**src/rtl/instr_queue_if.sv**
```systemverilog
// Fetch-to-decode handshake bundle for the instruction prefetch queue.
// The master modport is the fetch/decode side; the slave modport is the queue itself.
interface instr_queue_if #(
    parameter int DEPTH  = 4,
    parameter int ADDR_W = 8
);
    localparam int CNT_W = $clog2(DEPTH) + 1;

    logic              in_valid;
    logic [15:0]       in_instr;
    logic [ADDR_W-1:0] in_pc;
    logic              in_ready;
    logic              flush;
    logic              out_valid;
    logic [15:0]       out_instr;
    logic [ADDR_W-1:0] out_pc;
    logic              out_ready;
    logic [CNT_W-1:0]  count;

    modport master (
        output in_valid, in_instr, in_pc, flush, out_ready,
        input  in_ready, out_valid, out_instr, out_pc, count
    );

    modport slave (
        input  in_valid, in_instr, in_pc, flush, out_ready,
        output in_ready, out_valid, out_instr, out_pc, count
    );
endinterface

```
**src/rtl/instr_queue.sv**
```systemverilog
// Instruction prefetch queue: circular buffer of {instr, pc} between fetch and decode.
// A flush (taken branch/jump) empties it; there is no write-to-read bypass.
module instr_queue #(
    parameter int          DEPTH     = 4,
    parameter int          ADDR_W    = 8,
    parameter logic [15:0] NOP_INSTR = 16'h0000
) (
    input  logic         clock,
    input  logic         reset,
    instr_queue_if.slave bus
);
    localparam int PTR_W = $clog2(DEPTH);
    localparam int CNT_W = PTR_W + 1;

    typedef struct packed {
        logic [15:0]       instr;
        logic [ADDR_W-1:0] pc;
    } entry_t;

    entry_t            mem [DEPTH];
    logic [PTR_W-1:0]  wr_ptr;
    logic [PTR_W-1:0]  rd_ptr;
    logic [CNT_W-1:0]  occupancy;
    logic              full;
    logic              empty;
    logic              do_write;
    logic              do_read;

    // Handshake is derived from the registered occupancy only, so in_ready never depends on out_ready.
    assign full     = (occupancy == CNT_W'(DEPTH));
    assign empty    = (occupancy == '0);
    assign do_write = bus.in_valid && !full;
    assign do_read  = bus.out_ready && !empty;

    always_ff @(posedge clock) begin
        if (reset || bus.flush) begin
            wr_ptr    <= '0;
            rd_ptr    <= '0;
            occupancy <= '0;
        end else begin
            if (do_write) begin
                wr_ptr <= wr_ptr + PTR_W'(1);
            end
            if (do_read) begin
                rd_ptr <= rd_ptr + PTR_W'(1);
            end
            case ({do_write, do_read})
                2'b10:   occupancy <= occupancy + CNT_W'(1);
                2'b01:   occupancy <= occupancy - CNT_W'(1);
                default: occupancy <= occupancy;
            endcase
        end
    end

    // Storage is not reset; entries are only observable through rd_ptr while occupancy is non-zero.
    always_ff @(posedge clock) begin
        if (!reset && !bus.flush && do_write) begin
            mem[wr_ptr] <= '{instr: bus.in_instr, pc: bus.in_pc};
        end
    end

    assign bus.in_ready  = !full;
    assign bus.out_valid = !empty;
    assign bus.out_instr = empty ? NOP_INSTR : mem[rd_ptr].instr;
    assign bus.out_pc    = empty ? '0 : mem[rd_ptr].pc;
    assign bus.count     = occupancy;
endmodule

```
**src/flat_wrapper.sv**
```systemverilog
// flat-port wrapper written by rule: the top's interface ports become plain ports
module instr_queue_flat 
#(
    parameter int          DEPTH     = 4,
    parameter int          ADDR_W    = 8,
    parameter logic [15:0] NOP_INSTR = 16'h0000
)
  (clock, reset, bus_in_valid, bus_in_instr, bus_in_pc, bus_flush, bus_out_ready, bus_in_ready, bus_out_valid, bus_out_instr, bus_out_pc, bus_count);
  instr_queue_if #(.DEPTH(DEPTH), .ADDR_W(ADDR_W)) bus_i ();
  input  logic clock;
  input  logic reset;
  input wire logic [$bits(bus_i.in_valid)-1:0] bus_in_valid;
  input wire logic [$bits(bus_i.in_instr)-1:0] bus_in_instr;
  input wire logic [$bits(bus_i.in_pc)-1:0] bus_in_pc;
  input wire logic [$bits(bus_i.flush)-1:0] bus_flush;
  input wire logic [$bits(bus_i.out_ready)-1:0] bus_out_ready;
  output wire logic [$bits(bus_i.in_ready)-1:0] bus_in_ready;
  output wire logic [$bits(bus_i.out_valid)-1:0] bus_out_valid;
  output wire logic [$bits(bus_i.out_instr)-1:0] bus_out_instr;
  output wire logic [$bits(bus_i.out_pc)-1:0] bus_out_pc;
  output wire logic [$bits(bus_i.count)-1:0] bus_count;
  assign bus_i.in_valid = bus_in_valid;
  assign bus_i.in_instr = bus_in_instr;
  assign bus_i.in_pc = bus_in_pc;
  assign bus_i.flush = bus_flush;
  assign bus_i.out_ready = bus_out_ready;
  assign bus_in_ready = bus_i.in_ready;
  assign bus_out_valid = bus_i.out_valid;
  assign bus_out_instr = bus_i.out_instr;
  assign bus_out_pc = bus_i.out_pc;
  assign bus_count = bus_i.count;
  instr_queue #(.DEPTH(DEPTH), .ADDR_W(ADDR_W), .NOP_INSTR(NOP_INSTR)) u_core (.clock(clock), .reset(reset), .bus(bus_i));
endmodule
```
**config.mk**
```make
export PLATFORM = sky130hd
export DESIGN_NAME = instr_queue_flat
export DESIGN_NICKNAME = d
export VERILOG_FILES = /design/src/rtl/instr_queue_if.sv /design/src/rtl/instr_queue.sv /design/src/flat_wrapper.sv
export SDC_FILE = /design/constraint.sdc
export NUM_CORES = 1
export LEC_CHECK = 0
export ABC_AREA = 1
export CAP_MARGIN = 20
export CORE_MARGIN = 1.5
export CORE_UTILIZATION = 49
export CTS_CLUSTER_SIZE = 20
export DETAILED_ROUTE_END_ITERATION = 10
export GPL_TIMING_DRIVEN = 0
export PLACE_DENSITY_LB_ADDON = 0.12
export RECOVER_POWER = 100
export SYNTH_ARGS = -nofsm -noshare
export SYNTH_HDL_FRONTEND = slang
export SYNTH_SLANG_ARGS = --single-unit
```
**constraint.sdc**
```tcl
create_clock -name clock -period 2.1 [get_ports clock]
set_input_delay 0.42 -clock clock [delete_from_list [all_inputs] [get_ports clock]]
set_output_delay 0.42 -clock clock [all_outputs]
set_load 0.005 [all_outputs]
```
==> results.md, run 1 <==
- CTS clk-pin slew, worst paths: 0.09 ns
- Chip width: 95.77 um
- Clock skew: 0.005029 ns
- Final setup fails: 0
- Slew headroom: 0.6414
- Pre-CTS WS: -0.6670 ns
- IO buf count: 57
- Cells after Synth: 357
- Layout fillers: 647
- Vias in the first global route: 2,949
- Int Pwr: 0.002999 W
- Seq cells post-synth: 105
- Worst vdd ir: 349.4 uV
- Main area contributors after synthesis: edfxtp_1 68%, nor2_1 9.9%, dfxtp_1 4.3%, o21ai_0 3.4%, a21oi_1 3.2%
- H-tree depth reported by CTS: 3
- Global-route usage over all layers: 0.2158
- Register area share after synthesis: 0.7264
- Area grow syn2layout: 26.41%
- Syn avg cell area: 11.81 um^2
- DRT iter0 DRCs: 142
- DR WL/cell: 16.44 um
- Netlist cell types: 19
- Switching share of power: 0.2176
- DR pass1 iterations: 4
- Root Buffer: clkbuf_8
- Slew @ Worst Pin: 0.5359 ns
- Max Cap Viol: 0
- Final setup margin: 0.05796 ns
- Die Y: 95.77 um
- Antenna Cells: 0
- Final TNS setup: 0 ns
- Worst-Skew Late Latency: 0.35 ns
- Largest net degree at the start of global routing: 17
- Final Max Tran Viols: 0
- Full die area: 9171 um^2
- Arrival @ worst endpoint: 1.62 ns
- RSZ-0062 raised after global routing: yes
- Critical path endpoint category: primary output
- Flop pwr share: 0.605
- CTS tree: yes
- Most frequent cells in the layout: 100 x nor2_1, 96 x edfxtp_1, 26 x o21ai_0, 26 x dlygate4sd3_1
- Startpoint type of the worst setup path: flop
- TritonCTS Buffers: 9
- Vias per inst: 5.233
- Critical Path Fanout Max: 10
- Highest clock rate: 0.4897 GHz
- DP HPWL: 5609 um
- Leakage power: 1.923 nW
- # nets final: 471
- I/O pins: 58
- Minimum clock period: 2.042 ns
- Min-delay worst type: reg -> reg
- First-pass GRT wire length: 14,240 um
- Synth warnings: 0
- Num Clock Sinks: 105
- Final Hold Fails: 0
- Clock buffer depth: 2
- Final WL: 8960 um
- Syn Std Cell Area: 4217 um^2
- Area of the core: 8258 um^2
- GPL Wtd Cong: 0.7119
- Syn nets: 392
- DRC Markers: 0
- Initial antenna violation count: 0
- WS Path Type: reg -> out
- Outcome: finished clean
- Final ANT Viol Nets: 0
- Commonest non-fill, non-tap cell in the layout: nor2_1
- Critical path required time: 1.68 ns
- Share of cells above drive strength 1: 0.1591
- Power Density: 719.2 nW/um^2
- Row cnt: 33
- Largest area contributor in the netlist: edfxtp_1
- Share of the synthesized area in the top cell type: 0.6837
- Fin crit share: 0.9724
- Logic pwr share: 0.087
- GRT overflow: 0
- Clock share of power: 0.309
- Initial core utilization: 0.5106
- Net Switching: 0.0008340 W
- Via Count: 2,852
cell type report:
type	count	area [um^2]	area share
Sequential cell	105	3068	0.5756
Multi-Input combinational cell	215	1032	0.1937
Timing Repair Buffer	68	626.9	0.1176
Buffer	17	209.0	0.03920
Tap cell	105	131.4	0.02465
Clock buffer	10	127.6	0.02394
Inverter	20	77.57	0.01455
Clock inverter	5	57.56	0.01080
state kept, by name, summed over array words and instances, names as in the netlist, named ones only:
name,count
u_core.mem,96
u_core.bus.count,3
u_core.rd_ptr,2
u_core.wr_ptr,2
synthesized netlist by cell type, drive strengths merged:
library cell	n
edfxtp	96
nand3	4
o21ai	50
nand2	15
nand3b	1
nor2	111
fa	1
a21oi	27
a21boi	1
ha	5
dfxtp	9
inv	20
buf	13
clkbuf	4
final timing paths:
path                       start                   to  slack, ns  cells past startpoint
min reg2reg     u_core.wr_ptr[1]     u_core.wr_ptr[1]       0.52                      2
min             u_core.wr_ptr[1]     u_core.wr_ptr[1]       0.52                      2
max reg2reg  u_core.bus.count[1]  u_core.bus.count[2]       0.21                     12
max                         flop        bus_out_pc[4]       0.06                      7
logic make-up after synthesis:
logic type | share of synthesized area
buffers and inverters | 0.04214
and+or+nand+nor | 0.1187
adders and majority gates | 0.01958
AOI/OAI and AO/OA | 0.09318
DFF | 0.7264
power groups by stage:
stage / Clock, W / Combinational [W] / Sequential (W)
final: 0.00118 / 0.000332 / 0.00232
after CTS: 0.00121 / 0.000345 / 0.00232
after floorplan: 0 / 0.000135 / 0.00236
after global routing: 0.00129 / 0.000371 / 0.00232
after global placement: 0 / 0.000332 / 0.00236
after detailed placement: 0 / 0.000343 / 0.00236
timing repair:
item	4_1_cts	5_1_grt
setup endpoints to repair	120	32
gates resized for setup	67	48
pin swaps	11	12
hold buffers	0	0
setup buffers	7	0
gates cloned	0	0
metrics by stage:
step / area, um^2 / utilization / instances / hold slack (ns) / power, W
floorplan: 4217 / - / 357 / 0.4596 / 0.002499
global placement: 4918 / 0.5956 / 519 / 0.4807 / 0.002696
detailed placement: 5014 / 0.6071 / 523 / 0.5152 / 0.002708
CTS: 5420 / 0.6564 / 545 / 0.5287 / 0.003871
global route: 5330 / 0.6455 / 545 / 0.5583 / 0.003985
finish: 5330 / 0.6455 / 545 / 0.5226 / 0.003833
per-layer routing:
metal	wire length (um)	track usage
met5	0	0
met4	118	0.08701
met1	4032	0.2821
met3	375	0.03870
met2	4434	0.3574
critical path: stages, from the launching register on:
cell and delay, ns:
dfxtp_1 0.34, buf_6 0.14, inv_2 0.08, buf_6 0.15, nor2_2 0.13, o21ai_1 0.07, a21oi_1 0.11, dlygate4sd2_1 0.24
(Power assumes the default switching activity.)
==> run 2: changes to the inputs <==
--- a/config.mk
+++ b/config.mk
@@ -6,11 +6,11 @@
 export NUM_CORES = 1
 export LEC_CHECK = 0
 export ABC_AREA = 1
-export CAP_MARGIN = 20
 export CORE_MARGIN = 1.5
-export CORE_UTILIZATION = 49
+export CORE_UTILIZATION = 56
 export CTS_CLUSTER_SIZE = 20
 export DETAILED_ROUTE_END_ITERATION = 10
+export DONT_BUFFER_PORTS = 1
 export GPL_TIMING_DRIVEN = 0
 export PLACE_DENSITY_LB_ADDON = 0.12
 export RECOVER_POWER = 100
==> run 2 against run 1 <==
- die area is 12% lower
- maximum frequency is 0.95% higher
- flip-flop and latch count stayed put
- cell area is 11% lower
- routed wire length is 5.2% lower
- combinational power is 36% lower
- register-to-register slack worse by 0.04 ns
- critical endpoint is now bus_out_pc[1]
==> results.md, run 2 (same netlist as run 1, synthesis figures left out) <==
- Outcome: finished clean (unchanged)
- GPL Wtd Cong: 0.7852 (was 0.7119)
- Largest net degree at the start of global routing: 25 (was 17)
- R2r endpoint: u_core.mem[0][21] (was u_core.bus.count[2])
- # hold bufs at CTS: 0 (unchanged)
- Worst vdd ir: 692.7 uV (was 349.4 uV)
- Power Density: 811.8 nW/um^2 (was 719.2 nW/um^2)
- Final setup margin: 0.07715 ns (was 0.05796 ns)
- Share of cells above drive strength 1: 0.1545 (was 0.1591)
- Min-delay worst type: in -> reg (was reg -> reg)
- DR pass1 iterations: 4 (unchanged)
- Pre-CTS WS: -0.2496 ns (was -0.6670 ns)
- Minimum clock period: 2.023 ns (was 2.042 ns)
- WS Path Type: reg -> out (unchanged)
- Highest clock rate: 0.4944 GHz (was 0.4897 GHz)
- Row cnt: 31 (was 33)
- CTS clk-pin slew, worst paths: 0.10 ns (was 0.09 ns)
- Tot Pwr: 0.003869 W (was 0.003833 W)
- Commonest non-fill, non-tap cell in the layout: nor2_1 (unchanged)
- Chip width: 89.77 um (was 95.77 um)
- Clock skew: 0.008588 ns (was 0.005029 ns)
- Routed wl met2: 4194 um (was 4434 um)
- Clock buffer depth: 2 (unchanged)
- Hold Crit Start: bus_in_instr[14] (was u_core.wr_ptr[1])
- Placed cells: 459 (was 523)
- Final Max Tran Viols: 0 (unchanged)
- Most frequent cells in the layout: 106 x nor2_1, 96 x edfxtp_1, 29 x o21ai_0 (was 100 x nor2_1, 96 x edfxtp_1, 26 x o21ai_0, 26 x dlygate4sd3_1)
- Startpoint type of the worst setup path: flop (unchanged)
- Final WL: 8490 um (was 8960 um)
- Area of the core: 7253 um^2 (was 8258 um^2)
- TritonCTS Buffers: 9 (unchanged)
- Final setup fails: 0 (unchanged)
- Root Buffer: clkbuf_8 (unchanged)
- Final Hold Fails: 0 (unchanged)
- Fin crit share: 0.9633 (was 0.9724)
- Highest Signal Layer: met4 (unchanged)
- Full die area: 8059 um^2 (was 9171 um^2)
- Worst-Skew Late Latency: 0.36 ns (was 0.35 ns)
- Largest incremental delay on the critical path: 0.32 ns (was 0.34 ns)
- Critical Path Sink: bus_out_pc[1] (was bus_out_pc[4])
- R2r worst-path depth: 5 (was 12)
- Largest reg by FF count: u_core.mem (unchanged)
- DR WL met3: 587 um (was 375 um)
- DRT met1 WL: 3590 um (was 4032 um)
- Slew headroom: 0.5992 (was 0.6414)
- Fin cells: 481 (was 545)
- Crit-path cells: buf_2 > inv_1 > buf_4 > nor2_1 > o21ai_1 > a21oi_1 (was buf_6 > inv_2 > buf_6 > nor2_2 > o21ai_1 > a21oi_1 > dlygate4sd2_1)
- H-tree depth reported by CTS: 3 (unchanged)
- Vias per inst: 5.449 (was 5.233)
- Initial core utilization: 0.5813 (was 0.5106)
- GRT overflow: 0 (unchanged)
- Max Cap Viol: 0 (unchanged)
- Critical path's slowest cell: dfxtp_1 (unchanged)
- Num Clock Sinks: 105 (unchanged)
- Leakage power: 1.648 nW (was 1.923 nW)
- Initial antenna violation count: 0 (unchanged)
- IO buf count: 0 (was 57)
- Antenna Cells: 0 (unchanged)
- Critical Path Fanout Max: 10 (unchanged)
- Reg-to-reg setup timing slack: 0.17 ns (was 0.21 ns)
- DP HPWL: 5193 um (was 5609 um)
- First-pass GRT wire length: 13,190 um (was 14,240 um)
- Critical path endpoint category: primary output (unchanged)
- R2R Path Start: u_core.bus.count[1] (unchanged)
- Via Count: 2,621 (was 2,852)
- Die Y: 89.77 um (was 95.77 um)
- Area grow syn2layout: 13.03% (was 26.41%)
- RSZ-0062 raised after global routing: yes (unchanged)
- Global-route usage over all layers: 0.2182 (was 0.2158)
- Vias in the first global route: 2,597 (was 2,949)
- # nets final: 412 (was 471)
- Final ANT Viol Nets: 0 (unchanged)
- DRC Markers: 0 (unchanged)
- I/O pins: 58 (unchanged)
- DRT iter0 DRCs: 201 (was 142)
- Arrival @ worst endpoint: 1.60 ns (was 1.62 ns)
- CTS tree: yes (unchanged)
- Slew @ Worst Pin: 0.5990 ns (was 0.5359 ns)
- Max FFs per register: 96 (unchanged)
- Hold_ws: 0.1473 ns (was 0.5226 ns)
- Critical path required time: 1.68 ns (about the same)
- DR WL/cell: 17.65 um (was 16.44 um)
## run 2: where the power goes
part	leakage (nW)	switching, W	internal (W)
clock	0.106	0.000668	0.000671
sequential	0.940	0.0000113	0.00231
combinational	0.602	0.000146	0.0000652
total	1.65	0.000826	0.00304
## run 2: area by class of cell
| class | instances | area (um^2) |
|---|---|---|
| flip-flops and latches | 105 | 3063 |
| fillers | 550 | 2487 |
| multi-input cells | 216 | 1060 |
| clock buffers | 9 | 123.9 |
| well taps | 99 | 123.9 |
| plain buffers | 17 | 118.9 |
| repair buffers | 8 | 107.6 |
| clock inverters | 7 | 93.84 |
| inverters | 20 | 75.07 |
## run 2: worst min-delay path by stage
stage                        end  slack, ns  depth (start not counted)
3_5_place_dp    u_core.rd_ptr[1]       0.49                          2
4_1_cts        u_core.mem[3][15]       0.14                          0
5_1_grt        u_core.mem[3][13]       0.12                          0
6_report       u_core.mem[0][22]       0.15                          0
2_1_floorplan               flop       0.46                          2
3_3_place_gp    u_core.rd_ptr[1]       0.48                          2
## run 2: repair_timing
item / 4_1_cts / 5_1_grt
resized for setup: 5 / 25
setup endpoints to repair: 42 / 67
gates cloned: 0 / 1
pin swaps: 0 / 2
setup buffers: 0 / 5
## run 2: routing by layer
layer / track usage / up-vias
met2: 0.3639 / 78
met3: 0.06261 / 11
li1: - / 1269
met4: 0.06746 / 0
met5: 0 / -
met1: 0.2785 / 1263
## run 2: per-stage QoR
stage	cell area (um^2)	TNS, ns	util
2_1_floorplan	4217	-19.79	-
3_3_place_gp	4340	-106.45	0.5984
3_5_place_dp	4413	-11.76	0.6084
4_1_cts	4651	0	0.6412
5_1_grt	4766	-0.03960	0.6571
6_report	4766	0	0.6571
## run 2: critical path: cells and delay by family, from the launching register on
family | cells | cell delay, ns
simple gates | 1 | 0.10
buf+inv | 3 | 0.53
compound gates | 2 | 0.30
flops | 1 | 0.32
==> run 3: changes to the inputs <==
--- a/config.mk
+++ b/config.mk
@@ -14,6 +14,7 @@
 export GPL_TIMING_DRIVEN = 0
 export PLACE_DENSITY_LB_ADDON = 0.12
 export RECOVER_POWER = 100
+export REMOVE_ABC_BUFFERS = 1
 export SYNTH_ARGS = -nofsm -noshare
 export SYNTH_HDL_FRONTEND = slang
 export SYNTH_SLANG_ARGS = --single-unit
==> run 3 against run 2 <==
- count of clock-buffer cells in the layout unchanged
- cell area decreased by 1.3%
- clock skew decreased by 0.0040 ns
- global-route usage increased by 0.18 points
- die area unchanged
- critical path depth decreased by 1
- highest routed layer unchanged
- routed wire length decreased by 0.54%
==> results.md, run 3 (same netlist as run 1, synthesis figures left out) <==
- TritonCTS Buffers: 9 (unchanged)
- Final Hold Fails: 0 (unchanged)
- Area of the core: 7253 um^2 (unchanged)
- Power Density: 770.4 nW/um^2 (was 811.8 nW/um^2)
- Worst-Skew Late Latency: 0.36 ns (about the same)
- Antenna Cells: 0 (unchanged)
- Reg-to-reg setup timing slack: 0.16 ns (was 0.17 ns)
- GPL Wtd Cong: 0.7000 (was 0.7852)
- Crit path buf inv count: 2 (was 3)
- Full die area: 8059 um^2 (unchanged)
- Initial core utilization: 0.5813 (unchanged)
- WS Path Type: reg -> out (unchanged)
- DRT iter0 DRCs: 172 (was 201)
- Fin crit share: 0.9579 (was 0.9633)
- RSZ-0062 raised after global routing: no (was yes)
- Area grow syn2layout: 11.54% (was 13.03%)
- Final setup margin: 0.08834 ns (was 0.07715 ns)
- Worst vdd ir: 483.3 uV (was 692.7 uV)
- GRT overflow: 0 (unchanged)
- # nets final: 407 (was 412)
- Final ANT Viol Nets: 0 (unchanged)
- CTS clk-pin slew, worst paths: 0.09 ns (was 0.10 ns)
- H-tree depth reported by CTS: 3 (unchanged)
- IO buf count: 0 (unchanged)
- Register area: 3074 um^2 (was 3063 um^2)
- Minimum clock period: 2.012 ns (was 2.023 ns)
- R2r worst-path depth: 5 (unchanged)
- Largest incremental delay on the critical path: 0.35 ns (was 0.32 ns)
- Largest net degree at the start of global routing: 49 (was 25)
- Crit-path cells: nor2_2 > nand2_4 > clkinvlp_2 > buf_2 > a21oi_1 (was buf_2 > inv_1 > buf_4 > nor2_1 > o21ai_1 > a21oi_1)
- Max Cap Viol: 0 (unchanged)
- R2R Path Start: u_core.bus.count[1] (unchanged)
- Leakage power: 1.605 nW (was 1.648 nW)
- Tot Pwr: 0.003623 W (was 0.003869 W)
- Placed cell areas: 4337 um^2 (was 4413 um^2)
- Commonest non-fill, non-tap cell in the layout: nor2_1 (unchanged)
- R2r endpoint: u_core.mem[2][9] (was u_core.mem[0][21])
- Final instance area: 4703 um^2 (was 4766 um^2)
- Die Y: 89.77 um (unchanged)
- Hold depth: 0 (unchanged)
- First-pass GRT wire length: 13,140 um (was 13,190 um)
- Final WL: 8444 um (was 8490 um)
- Critical Path Fanout Max: 12 (was 10)
- Num Clock Sinks: 105 (unchanged)
- Multi-input logic area: 1007 um^2 (was 1060 um^2)
- Vias per inst: 5.435 (was 5.449)
- CTS tree: yes (unchanged)
- DR WL/cell: 17.74 um (was 17.65 um)
- Max FFs per register: 96 (unchanged)
- I/O pins: 58 (unchanged)
- Critical path's slowest cell: dfxtp_2 (was dfxtp_1)
- Hold-critical path endpoint: u_core.mem[1][7] (was u_core.mem[0][22])
- Critical path required time: 1.68 ns (about the same)
- Initial antenna violation count: 0 (unchanged)
- Arrival @ worst endpoint: 1.59 ns (was 1.60 ns)
- Clock buffer depth: 2 (unchanged)
- Row cnt: 31 (unchanged)
- DR pass1 iterations: 4 (unchanged)
- DP HPWL: 4434 um (was 5193 um)
- Global-route usage over all layers: 0.2201 (was 0.2182)
- Critical path endpoint category: primary output (unchanged)
- Final Max Tran Viols: 0 (unchanged)
- DRC Markers: 0 (unchanged)
- Vias in the first global route: 2,467 (was 2,597)
- Clock skew: 0.004633 ns (was 0.008588 ns)
- Pre-CTS WS: -0.7689 ns (was -0.2496 ns)
- Startpoint type of the worst setup path: flop (unchanged)
- Chip width: 89.77 um (unchanged)
- Largest reg by FF count: u_core.mem (unchanged)
- Slew headroom: 0.4414 (was 0.5992)
- Final setup fails: 0 (unchanged)
- Layout fillers: 575 (was 550)
- Min-delay worst type: in -> reg (unchanged)
- Root Buffer: clkbuf_8 (unchanged)
- Most frequent cells in the layout: 106 x nor2_1, 96 x edfxtp_1, 31 x o21ai_0 (was 106 x nor2_1, 96 x edfxtp_1, 29 x o21ai_0)
- Highest clock rate: 0.4971 GHz (was 0.4944 GHz)
- Share of cells above drive strength 1: 0.1353 (was 0.1545)
- Largest delay share family, worst path: buffers and inverters (unchanged)
- # hold bufs at CTS: 0 (unchanged)
- Hold Crit Start: bus_in_pc[7] (was bus_in_instr[14])
- Outcome: finished clean (unchanged)
- Slew @ Worst Pin: 0.8359 ns (was 0.5990 ns)
- Via Count: 2,587 (was 2,621)
==> run 3: cell count changes in the layout (fill, tap and decap cells not counted), sizes merged <==
cell / change
buf: -3
bufinv: -2
clkbuf: -3
clkinv: +3
clkinvlp: +3
inv: -2
nor2: -1
==> run 3: through the flow <==
step           instances  utilization  hold WS (ns)     TNS, ns
6_report             476       0.6484        0.1438           0
5_1_grt              476       0.6484        0.1226           0
4_1_cts              471       0.6415        0.1334  -0.0006275
3_5_place_dp         442       0.5979        0.4861      -26.25
3_3_place_gp         439       0.5843        0.4839     -133.38
2_1_floorplan        340            -        0.4596      -24.66
==> run 3: layout make-up <==
type                    instances  share of cell area
clock buffers                   9             0.02634
well taps                      99             0.02634
flip-flops and latches        105              0.6536
repair inverters                2            0.003192
clock inverters                 7            0.009843
inverters                      20             0.01809
repair buffers                 19             0.04842
multi-input cells             215              0.2142
==> run 3: how the worst max path moves through the flow <==
stage | start | endpoint | slack [ns] | depth (start not counted)
global placement | bus_flush | u_core.mem[1][3] | -1.20 | 3
detailed placement | flop | bus_out_instr[10] | -0.77 | 4
floorplan | bus_flush | u_core.mem[1][0] | -0.21 | 3
CTS | u_core.bus.count[1] | u_core.mem[3][12] | -0.0006 | 5
finish | u_core.bus.count[0] | bus_out_instr[4] | 0.09 | 5
global route | u_core.bus.count[2] | bus_out_instr[4] | 0.01 | 5
==> run 3: worst reg2reg max path, cell delays in order (launching register included) <==
cell	delay [ns]
dfxtp_2	0.38
nor2_2	0.08
a21boi_2	0.23
nand2_2	0.14
nor2_2	0.59
buf_16	0.23
==> run 3: repair_timing <==
action                     in CTS  in global routing
pin swaps                       1                  0
setup buffers                  11                  5
cloned                          2                  0
resized for setup              11                  7
setup endpoints to repair      94                 96
==> run 3: per-layer routing <==
layer / GRT usage / wire [um] / vias to the layer above
li1: - / - / 1259
met1: 0.2792 / 3669 / 1242
met2: 0.3556 / 3960 / 78
met3: 0.06261 / 691 / 8
met4: 0.09656 / 122 / 0
met5: 0 / 0 / -
==> run 3: report_power, final <==
group | internal, W | switching (W)
registers | 0.00231 | 0.0000157
clock network | 0.000429 | 0.000664
logic | 0.0000673 | 0.000142
total | 0.00280 | 0.000822
